**config.mk**
```make
export PLATFORM = sky130hd
export DESIGN_NAME = microwave_controller
export DESIGN_NICKNAME = d
export VERILOG_FILES = /design/src/rtl/microwave_pkg.sv /design/src/rtl/bcd_timer.sv /design/src/rtl/microwave_controller.sv
export SDC_FILE = /design/constraint.sdc
export NUM_CORES = 1
export LEC_CHECK = 0
export CAP_MARGIN = 20
export CORE_ASPECT_RATIO = 1.5
export CORE_MARGIN = 8
export CORE_UTILIZATION = 31
export DETAILED_ROUTE_END_ITERATION = 10
export DONT_BUFFER_PORTS = 1
export SYNTH_ARGS = -nofsm -noshare
export SYNTH_HDL_FRONTEND = slang
export SYNTH_SLANG_ARGS = --single-unit
```
**constraint.sdc**
```tcl
create_clock -name clk -period 1.9 [get_ports clk]
set_input_delay 0.285 -clock clk [delete_from_list [all_inputs] [get_ports clk]]
set_output_delay 0.285 -clock clk [all_outputs]
set_load 0.1 [all_outputs]
```
**src/rtl/microwave_pkg.sv**
```systemverilog
// Shared types and constants for the oven sequencer: FSM states, BCD limits
// and the 3-digit M:SS cook-time record with its countdown helper.
package microwave_pkg;

   typedef enum logic [1:0] {IDLE, COOK, PAUSE, DONE} state_t;

   localparam logic [3:0] BCD_MAX_DIGIT   = 4'd9;
   localparam logic [3:0] SEC_TENS_RELOAD = 4'd5;

   typedef struct packed {
      logic [3:0] min_ones;
      logic [3:0] sec_tens;
      logic [3:0] sec_ones;
   } cook_time_t;

   localparam cook_time_t ZERO_TIME = cook_time_t'(12'h000);
   localparam cook_time_t ONE_SEC   = cook_time_t'(12'h001);

   // Entered sec_tens above 5 simply counts down through 5 like any other digit.
   function automatic cook_time_t bcd_decrement(input cook_time_t t);
      cook_time_t r;
      r = t;
      if (t.sec_ones != 4'd0) begin
         r.sec_ones = t.sec_ones - 4'd1;
      end else if (t.sec_tens != 4'd0) begin
         r.sec_tens = t.sec_tens - 4'd1;
         r.sec_ones = BCD_MAX_DIGIT;
      end else if (t.min_ones != 4'd0) begin
         r.min_ones = t.min_ones - 4'd1;
         r.sec_tens = SEC_TENS_RELOAD;
         r.sec_ones = BCD_MAX_DIGIT;
      end
      return r;
   endfunction

endpackage

```
**src/rtl/bcd_timer.sv**
```systemverilog
// Three-digit BCD cook-time register: clear, shift-in of a keyed digit, and
// one-second countdown that never wraps below 0:00.
module bcd_timer
   import microwave_pkg::*;
(
   input  logic       clk,
   input  logic       clearn,
   input  logic       clear,
   input  logic       shift,
   input  logic       dec,
   input  logic [3:0] digit,
   output logic [3:0] min_ones,
   output logic [3:0] sec_tens,
   output logic [3:0] sec_ones,
   output logic       is_zero
);

   cook_time_t cur_time;
   cook_time_t shift_base;

   // clear together with shift means "start a fresh entry with this digit"
   always_comb begin
      shift_base = clear ? ZERO_TIME : cur_time;
   end

   // NOTE: registered state uses non-blocking assignments so every flop samples pre-edge values.
   always_ff @(posedge clk) begin
      if (!clearn) begin
         cur_time <= ZERO_TIME;
      end else if (shift) begin
         cur_time <= cook_time_t'({shift_base.sec_tens, shift_base.sec_ones, digit});
      end else if (clear) begin
         cur_time <= ZERO_TIME;
      end else if (dec && !is_zero) begin
         cur_time <= bcd_decrement(cur_time);
      end
   end

   assign min_ones = cur_time.min_ones;
   assign sec_tens = cur_time.sec_tens;
   assign sec_ones = cur_time.sec_ones;
   assign is_zero  = (cur_time == ZERO_TIME);

endmodule

```
**src/rtl/microwave_controller.sv**
```systemverilog
// Oven sequencing FSM: captures keyed digits while idle, runs the magnetron
// and counts down on the 1 Hz tick, with stop/pause/clear and door interlock.
module microwave_controller
   import microwave_pkg::*;
(
   input  logic       clk,
   input  logic       clearn,
   input  logic [3:0] D,
   input  logic       loadn,
   input  logic       pgt_1Hz,
   input  logic       startn,
   input  logic       stopn,
   input  logic       door_closed,
   output logic       enable,
   output logic       mag_on,
   output logic       done,
   output logic [3:0] min_ones,
   output logic [3:0] sec_tens,
   output logic [3:0] sec_ones
);

   state_t state;
   state_t state_next;
   logic   loadn_prev;
   logic   capture;
   logic   last_second;
   logic   is_zero;
   logic   tmr_clear;
   logic   tmr_shift;
   logic   tmr_dec;

   assign capture     = !loadn && loadn_prev && (D <= BCD_MAX_DIGIT);
   assign last_second = (cook_time_t'({min_ones, sec_tens, sec_ones}) == ONE_SEC);

   // NOTE: every combinational output gets a default first so no latch is inferred.
   always_comb begin
      state_next = state;
      tmr_clear  = 1'b0;
      tmr_shift  = 1'b0;
      tmr_dec    = 1'b0;
      case (state)
         IDLE: begin
            if (!stopn) begin
               tmr_clear = 1'b1;
            end else begin
               tmr_shift = capture;
               if (!startn && door_closed && !is_zero) state_next = COOK;
            end
         end
         COOK: begin
            // stop and door-open both pre-empt a coincident tick
            if (!stopn || !door_closed) begin
               state_next = PAUSE;
            end else if (pgt_1Hz) begin
               tmr_dec = 1'b1;
               if (last_second) state_next = DONE;
            end
         end
         PAUSE: begin
            if (!stopn) begin
               tmr_clear  = 1'b1;
               state_next = IDLE;
            end else if (!startn && door_closed) begin
               state_next = COOK;
            end
         end
         DONE: begin
            if (!stopn) begin
               state_next = IDLE;
            end else if (capture) begin
               tmr_clear  = 1'b1;
               tmr_shift  = 1'b1;
               state_next = IDLE;
            end else if (!startn) begin
               state_next = IDLE;
            end
         end
         default: state_next = IDLE;
      endcase
   end

   // Outputs are decoded from the next state so they are registered alongside it.
   always_ff @(posedge clk) begin
      if (!clearn) begin
         state      <= IDLE;
         loadn_prev <= 1'b1;
         enable     <= 1'b1;
         mag_on     <= 1'b0;
         done       <= 1'b0;
      end else begin
         state      <= state_next;
         loadn_prev <= loadn;
         enable     <= (state_next == IDLE) || (state_next == DONE);
         mag_on     <= (state_next == COOK);
         done       <= (state_next == DONE);
      end
   end

   bcd_timer u_timer (
      .clk      (clk),
      .clearn   (clearn),
      .clear    (tmr_clear),
      .shift    (tmr_shift),
      .dec      (tmr_dec),
      .digit    (D),
      .min_ones (min_ones),
      .sec_tens (sec_tens),
      .sec_ones (sec_ones),
      .is_zero  (is_zero)
   );

endmodule

```
Word-level counts from Yosys, hierarchy flattened
Index checks and enable logic that the tools add are counted.

Flip-flop bits (word level): 18. Logic and storage cells: 75. Input port bits: 11.

Equal/unequal tests: 8. Add/sub/neg operators: 3. $lt $le $gt $ge: 1. Muxes and demuxes: 29. Reduce and logical (&&, ||, !) cells: 26.

Operator list (number): $mux W12 (4); $mux W8 (3); $mux W2 (10); $reduce_bool A4 Y1 (4); $eq A12 B1 Y1 const B (1); $logic_not A12 Y1 (1); $sub A4 B1 Y4 const B (3); $mux W4 (2); $pmux W2 S4 (1); $mux W1 (7); $eq A2 B2 Y1 const B (3); $ne A3 B2 Y1 const B (2); $reduce_bool A3 Y1 (2); $logic_and A1 B1 Y1 (5); $logic_not A1 Y1 (5); $reduce_bool A5 Y1 (1); $eq A2 B1 Y1 const B (2); $le A4 B4 Y1 const B (1); $logic_not A2 Y1 (2); $pmux W1 S2 (2); $reduce_and A4 Y1 (1); $reduce_and A3 Y1 (1); $logic_or A1 B1 Y1 (2); $reduce_and A2 Y1 (1); $reduce_or A2 Y1 (1).

Longest topological paths before layout
Gate-level depths: netlist of run 1.

Word-level depth: 8. Gate-level depth with buffers: 9. Gate-level depth less buffers: 9.

Modules after synthesis
A second synthesis of run 1 with hierarchy kept.

Cells, all modules: 154. Area, all modules: 1292.5 µm².

By module, submodules not included: bcd_timer (area each 799.5 µm², cells an instance 100, times used 1); microwave_controller (area each 493.0 µm², cells an instance 54, times used 1).

Worst setup path after synthesis of run 1
Ideal clock, no wire load.

Kind: reg-to-reg. Start: reg u_timer.cur_time (netlist bit u_timer.min_ones[0]). End: reg enable. Arrival time: 2.506 ns. Period minus slack after synthesis: 2.630 ns. Cell stages (with the launch flop): 9. Setup time: 0.125 ns. Data required time: 1.775 ns. Path slack: -0.730 ns. Path through: dfxtp_1 -> inv_1 -> ha_1 -> nor3b_2 -> a311oi_1 -> nor2_1 -> a32oi_1 -> ha_1 -> nand2b_1.

Longest elaborated chain between the ends: 8. Elaborated cells on any way between the ends: 13.

Ends and longest elaborated chain: start: declaration (line bcd_timer.sv:18) `cook_time_t cur_time;`; start signal: assignment (line bcd_timer.sv:31) `cur_time <= cook_time_t'({shift_base.sec_tens, shift_base.sec_ones, digit});`; start signal: assignment (line bcd_timer.sv:35) `cur_time <= bcd_decrement(cur_time);`; $logic_not A12 Y1 (line bcd_timer.sv:42) `assign is_zero = (cur_time == ZERO_TIME);`; $logic_not A1 Y1 (line microwave_controller.sv:47) `if (!startn && door_closed && !is_zero) state_next = COOK;`; $logic_and A1 B1 Y1 (line microwave_controller.sv:47); $mux W2 (line microwave_controller.sv:47); $mux W2 (line microwave_controller.sv:43) `if (!stopn) begin`; $pmux W2 S4 * (line microwave_controller.sv:41) `case (state)`; $eq A2 B2 Y1 / $logic_not A2 Y1 (equally long branches) (line microwave_controller.sv:93) `enable <= (state_next == IDLE) || (state_next == DONE);`; $logic_or A1 B1 Y1 * (line microwave_controller.sv:93); end signal: assignment (line microwave_controller.sv:93); end: declaration (line microwave_controller.sv:14) `output logic enable,`.

Every way passes the cells marked *; elsewhere a longest branch is shown, timed or not. A chain may end at the register's enable or synchronous reset.

Worst setup path in the final report of run 1
Start: reg u_timer.cur_time (netlist bit u_timer.sec_tens[0]). End: reg enable.

Longest elaborated chain between the ends: 8. Elaborated cells on any way between the ends: 13.

Ends and longest elaborated chain: $logic_not A12 Y1 (line bcd_timer.sv:42); $logic_not A1 Y1 (line microwave_controller.sv:47); $logic_and A1 B1 Y1 (line microwave_controller.sv:47); $mux W2 (line microwave_controller.sv:47); $mux W2 (line microwave_controller.sv:43); $pmux W2 S4 * (line microwave_controller.sv:41); net state_next[0] (line microwave_controller.sv:23) `state_t state_next;`; $eq A2 B2 Y1 / $logic_not A2 Y1 (equally long branches) (line microwave_controller.sv:93); $logic_or A1 B1 Y1 * (line microwave_controller.sv:93).

The timed path passes the listed nets; every way through them passes the cells marked *.

==> results of run 1 <==
-- repair_timing --
action | in CTS | in global routing
endpoints found under the hold margin | 0 | 0
pin swaps | 3 | 11
cloned | 1 | 0
resized for setup | 9 | 18
setup buffers | 1 | 4
endpoints found under the setup margin | 11 | 14
-- synth_stat cells (2+ instances only) --
master	instances	area, µm²
o31ai_1	11	82.58
a21oi_1	5	25.02
nand2b_1	6	37.54
nor3b_2	2	25.02
a32oi_1	4	35.03
nand3_1	4	20.02
o21ai_0	5	25.02
a311oi_1	2	17.52
buf_4	2	15.01
ha_1	10	125.1
nand4_1	2	12.51
a22oi_1	7	52.55
and2_1	3	18.77
nor2_1	17	63.81
o311ai_0	2	17.52
or3b_4	2	22.52
clkbuf_1	2	7.510
inv_1	11	41.29
nor3_1	4	20.02
nand2_1	10	37.54
dfxtp_1	18	360.4
-- critical path, cell delays in order, from the launching register on --
cell and delay (ns):
dfxtp_4 0.35, inv_4 0.05, ha_4 0.14, nor3b_4 0.27
nand4b_1 0.13, a22o_1 0.21, a32oi_2 0.21, ha_1 0.27
nand2b_4 0.13
-- where the power goes --
part           switching, µW  total, µW  internal [µW]
clock                    142        326            184
sequential               148        693            545
combinational           1690       2670            975
-- cell families after synthesis --
group	after synthesis	share of synthesized area, %
buffers and inverters	16	5.725
AOI/OAI and AO/OA	49	29.87
adders and majority gates	10	9.542
and+or+nand+nor	58	26.62
muxes	1	0.7634
DFF	18	27.48
-- per-stage QoR --
| step | setup TNS (ns) | cell area [µm²] | worst slack (ns) |
|---|---|---|---|
| 2_1_floorplan | -0.3073 | 1399 | -0.1301 |
| 3_3_place_gp | -0.00007638 | 1678 | -0.00007638 |
| 3_5_place_dp | -0.3256 | 1678 | -0.06208 |
| 4_1_cts | 0 | 1783 | 0.0007014 |
| 5_1_grt | -0.1061 | 1898 | -0.02661 |
| 6_report | 0 | 1898 | 0.03651 |
-- registers in the layout, indices dropped and copies added (netlist names) --
register / flops
enable: 1
u_timer.sec_tens: 4
u_timer.min_ones: 4
mag_on: 1
state: 2
u_timer.sec_ones: 4
loadn_prev: 1
done: 1
-- final cells by class --
cell class | instances | area [µm²] | share of cell area, %
multi-input cells | 119 | 1050 | 55.31
inverters | 11 | 48.80 | 2.571
well taps | 46 | 57.56 | 3.032
clock buffers | 4 | 55.05 | 2.900
repair buffers | 39 | 292.8 | 15.43
flip-flops and latches | 18 | 394.1 | 20.76
-- metal layers --
layer / share of wire, % / vias up / routed length [µm] / GRT usage (%)
li1: - / 650 / - / -
met1: 37 / 670 / 1517 / 11.18
met2: 55 / 45 / 2255 / 23.59
met3: 5.7 / 10 / 232 / 2.813
met4: 2.0 / 0 / 80 / 4.460
met5: 0 / - / 0 / 0
-- path summary, 6_finish.rpt --
kind | to | slack, ns
setup / recovery | enable | 0.04
setup reg to reg | enable | 0.04
hold / removal | enable | 0.10
hold reg to reg | u_timer.sec_tens[2] | 0.63
-- layout by cell type (no fill, tap or decap), types with 2 or more instances in the layout --
cell      netlist  final
nand3_1         4      4
ha_4            0      7
a21oi_1         5      5
nor3b_4         0      2
nand2_1        10      9
dfxtp_2         0      6
dfxtp_1        18      5
o31ai_1        11     11
inv_4           0      3
nand4_1         2      2
a32oi_1         4      2
nand2b_1        6      5
ha_1           10      3
o21ai_0         5      5
a32oi_2         0      2
and2_1          3      3
buf_4           2     39
a22oi_2         0      2
dfxtp_4         0      7
inv_1          11      3
clkbuf_8        0      4
nor2_1         17     16
a311oi_1        2      2
a22oi_1         7      5
inv_2           0      5
nor3_1          4      4
or3b_4          2      2
==> results.txt, run 1 <==
* Top flip-flop cell by instance count after synthesis: dfxtp_1
- For this run, the number of standard cells in the final layout without fillers is 237.
* Slew at the pin closest to its max-slew limit: 0.5286 ns
- Synthesis produced 152 cells.
- Worst Path Arrival: 2.01 ns
- Origin of the worst setup path: u_timer.sec_tens[0]
- H-tree depth reported by CTS: 1
* Max-cap viol count: 0
* Leakage: 0.0007665 µW
- Outcome: finished clean
- The worst setup path is captured at a flip-flop.
- Entering global routing, the biggest net connects 20 pins.
- For this run, the total global-route usage over all layers was measured as 11.75%.
* Post-synth EDFFs: 0
- The area growth from synthesis to layout is 44.75%.
- Die X-Extent: 69.10 µm
* Share of layout cells above drive strength 1: 48.69%
- Setup repair after global routing missed its margin: true
- Master cell of the clock root buffer: clkbuf_8
- Maximum frequency from static timing analysis: 536.6 MHz
- Total nets after synthesis: 173
- R2R cell count: 8
- TritonCTS created 3 clock buffers.
* Start of the worst register-to-register path: u_timer.sec_tens[0]
- Across all hold checks on the routed design, the worst slack comes to 0.1007 ns.
- Fillcell total: 409
* Antenna-violating nets left: 0
* VDD IR-drop max: 0.001060 V
* Number of antenna diodes: 0
- The share of the Yosys chip area taken by registers is 27.48%.
* Clock slew at reported path FFs: 0.07 ns
- Quantity of hold-fixing buffers added after cts: 0
- Port Buffer Count: 0
* Ratio of final minimum period to clock period: 98.08%
- Clock insertion delay at the later pin of the skew report: 0.26 ns
- Worst Hold Depth: 1
- The worst hold path begins at clearn.
* Total number of clock tree sinks: 18
- Number of iterations in the first detailed-routing pass: 4
* Overflow left after global routing: 0
- Number of top-level pins: 26
- Proportion of synthesized flip-flops having asynchronous set or reset: 0%
- Final min period: 1.863 ns
- Core area: 4136 µm²
- Category of the worst setup path launch point: flip-flop
* Number of cells after detailed placement: 227
- Row generation in the floorplan step produced 29 rows.
- Hold violation total from the final report: 0
- Wires add up to 4084 µm.
- Peak fanout along the critical path: 4
- After the last flow step, the layout net total stands at 213.
- Cells fill 45.89% of the core in the end.
- DRC violations left: 0
* Final weighted congestion in routability-driven placement: 0.8626
* Iter 0 DRT Violations: 31
* Via count: 1,375
- Counting flops and latches in the post-synthesis netlist gives 18.
- For the worst setup path, the data required time is 2.05 ns.
- Power, Total: 3687 µW
* Initial cell density of the core: 31.70%
- Initial antenna violation count: 0
* Vias in the first global route: 1,426
- Post-detail-place hpwl: 3120 µm
* Final setup violating endpoints: 0
- Ys Warns: 0
* Clock tree buffer depth: 2
* First-pass GRT wire length: 6624 µm
- Kind of path behind the tightest hold check: primary input to flip-flop
- The final count of pins violating max slew was 0.
* Worst clock skew on the final layout: 0.01310 ns
- From bottom edge to top edge, the die measures 95.66 µm.
- Syn avg cell area: 8.627 µm²
- Crit path kind: flip-flop to flip-flop
* Distinct cell type count after synthesis: 44
- Remaining max-slew budget at the tightest pin: 64.49%
- In the routed layout, each cell is associated on average with a via count of 5.802.
* Post-Synthesis Cell Area: 1311 µm²
- Power per unit of standard cell area: 1943 nW/µm²
- TritonCTS built the clock tree.
- Die area: 6610 µm²
- Post-DR wirelength/cell: 17.23 µm
Note: power is estimated with default switching activity, not from simulation.
==> run 2: changes to the inputs <==
Settings changed: CTS_BUF_LIST from default to sky130_fd_sc_hd__clkbuf_8 sky130_fd_sc_hd__clkbuf_16.
==> results of run 2 <==
The final DEF is identical to that of run 1; final timing and power are the same.
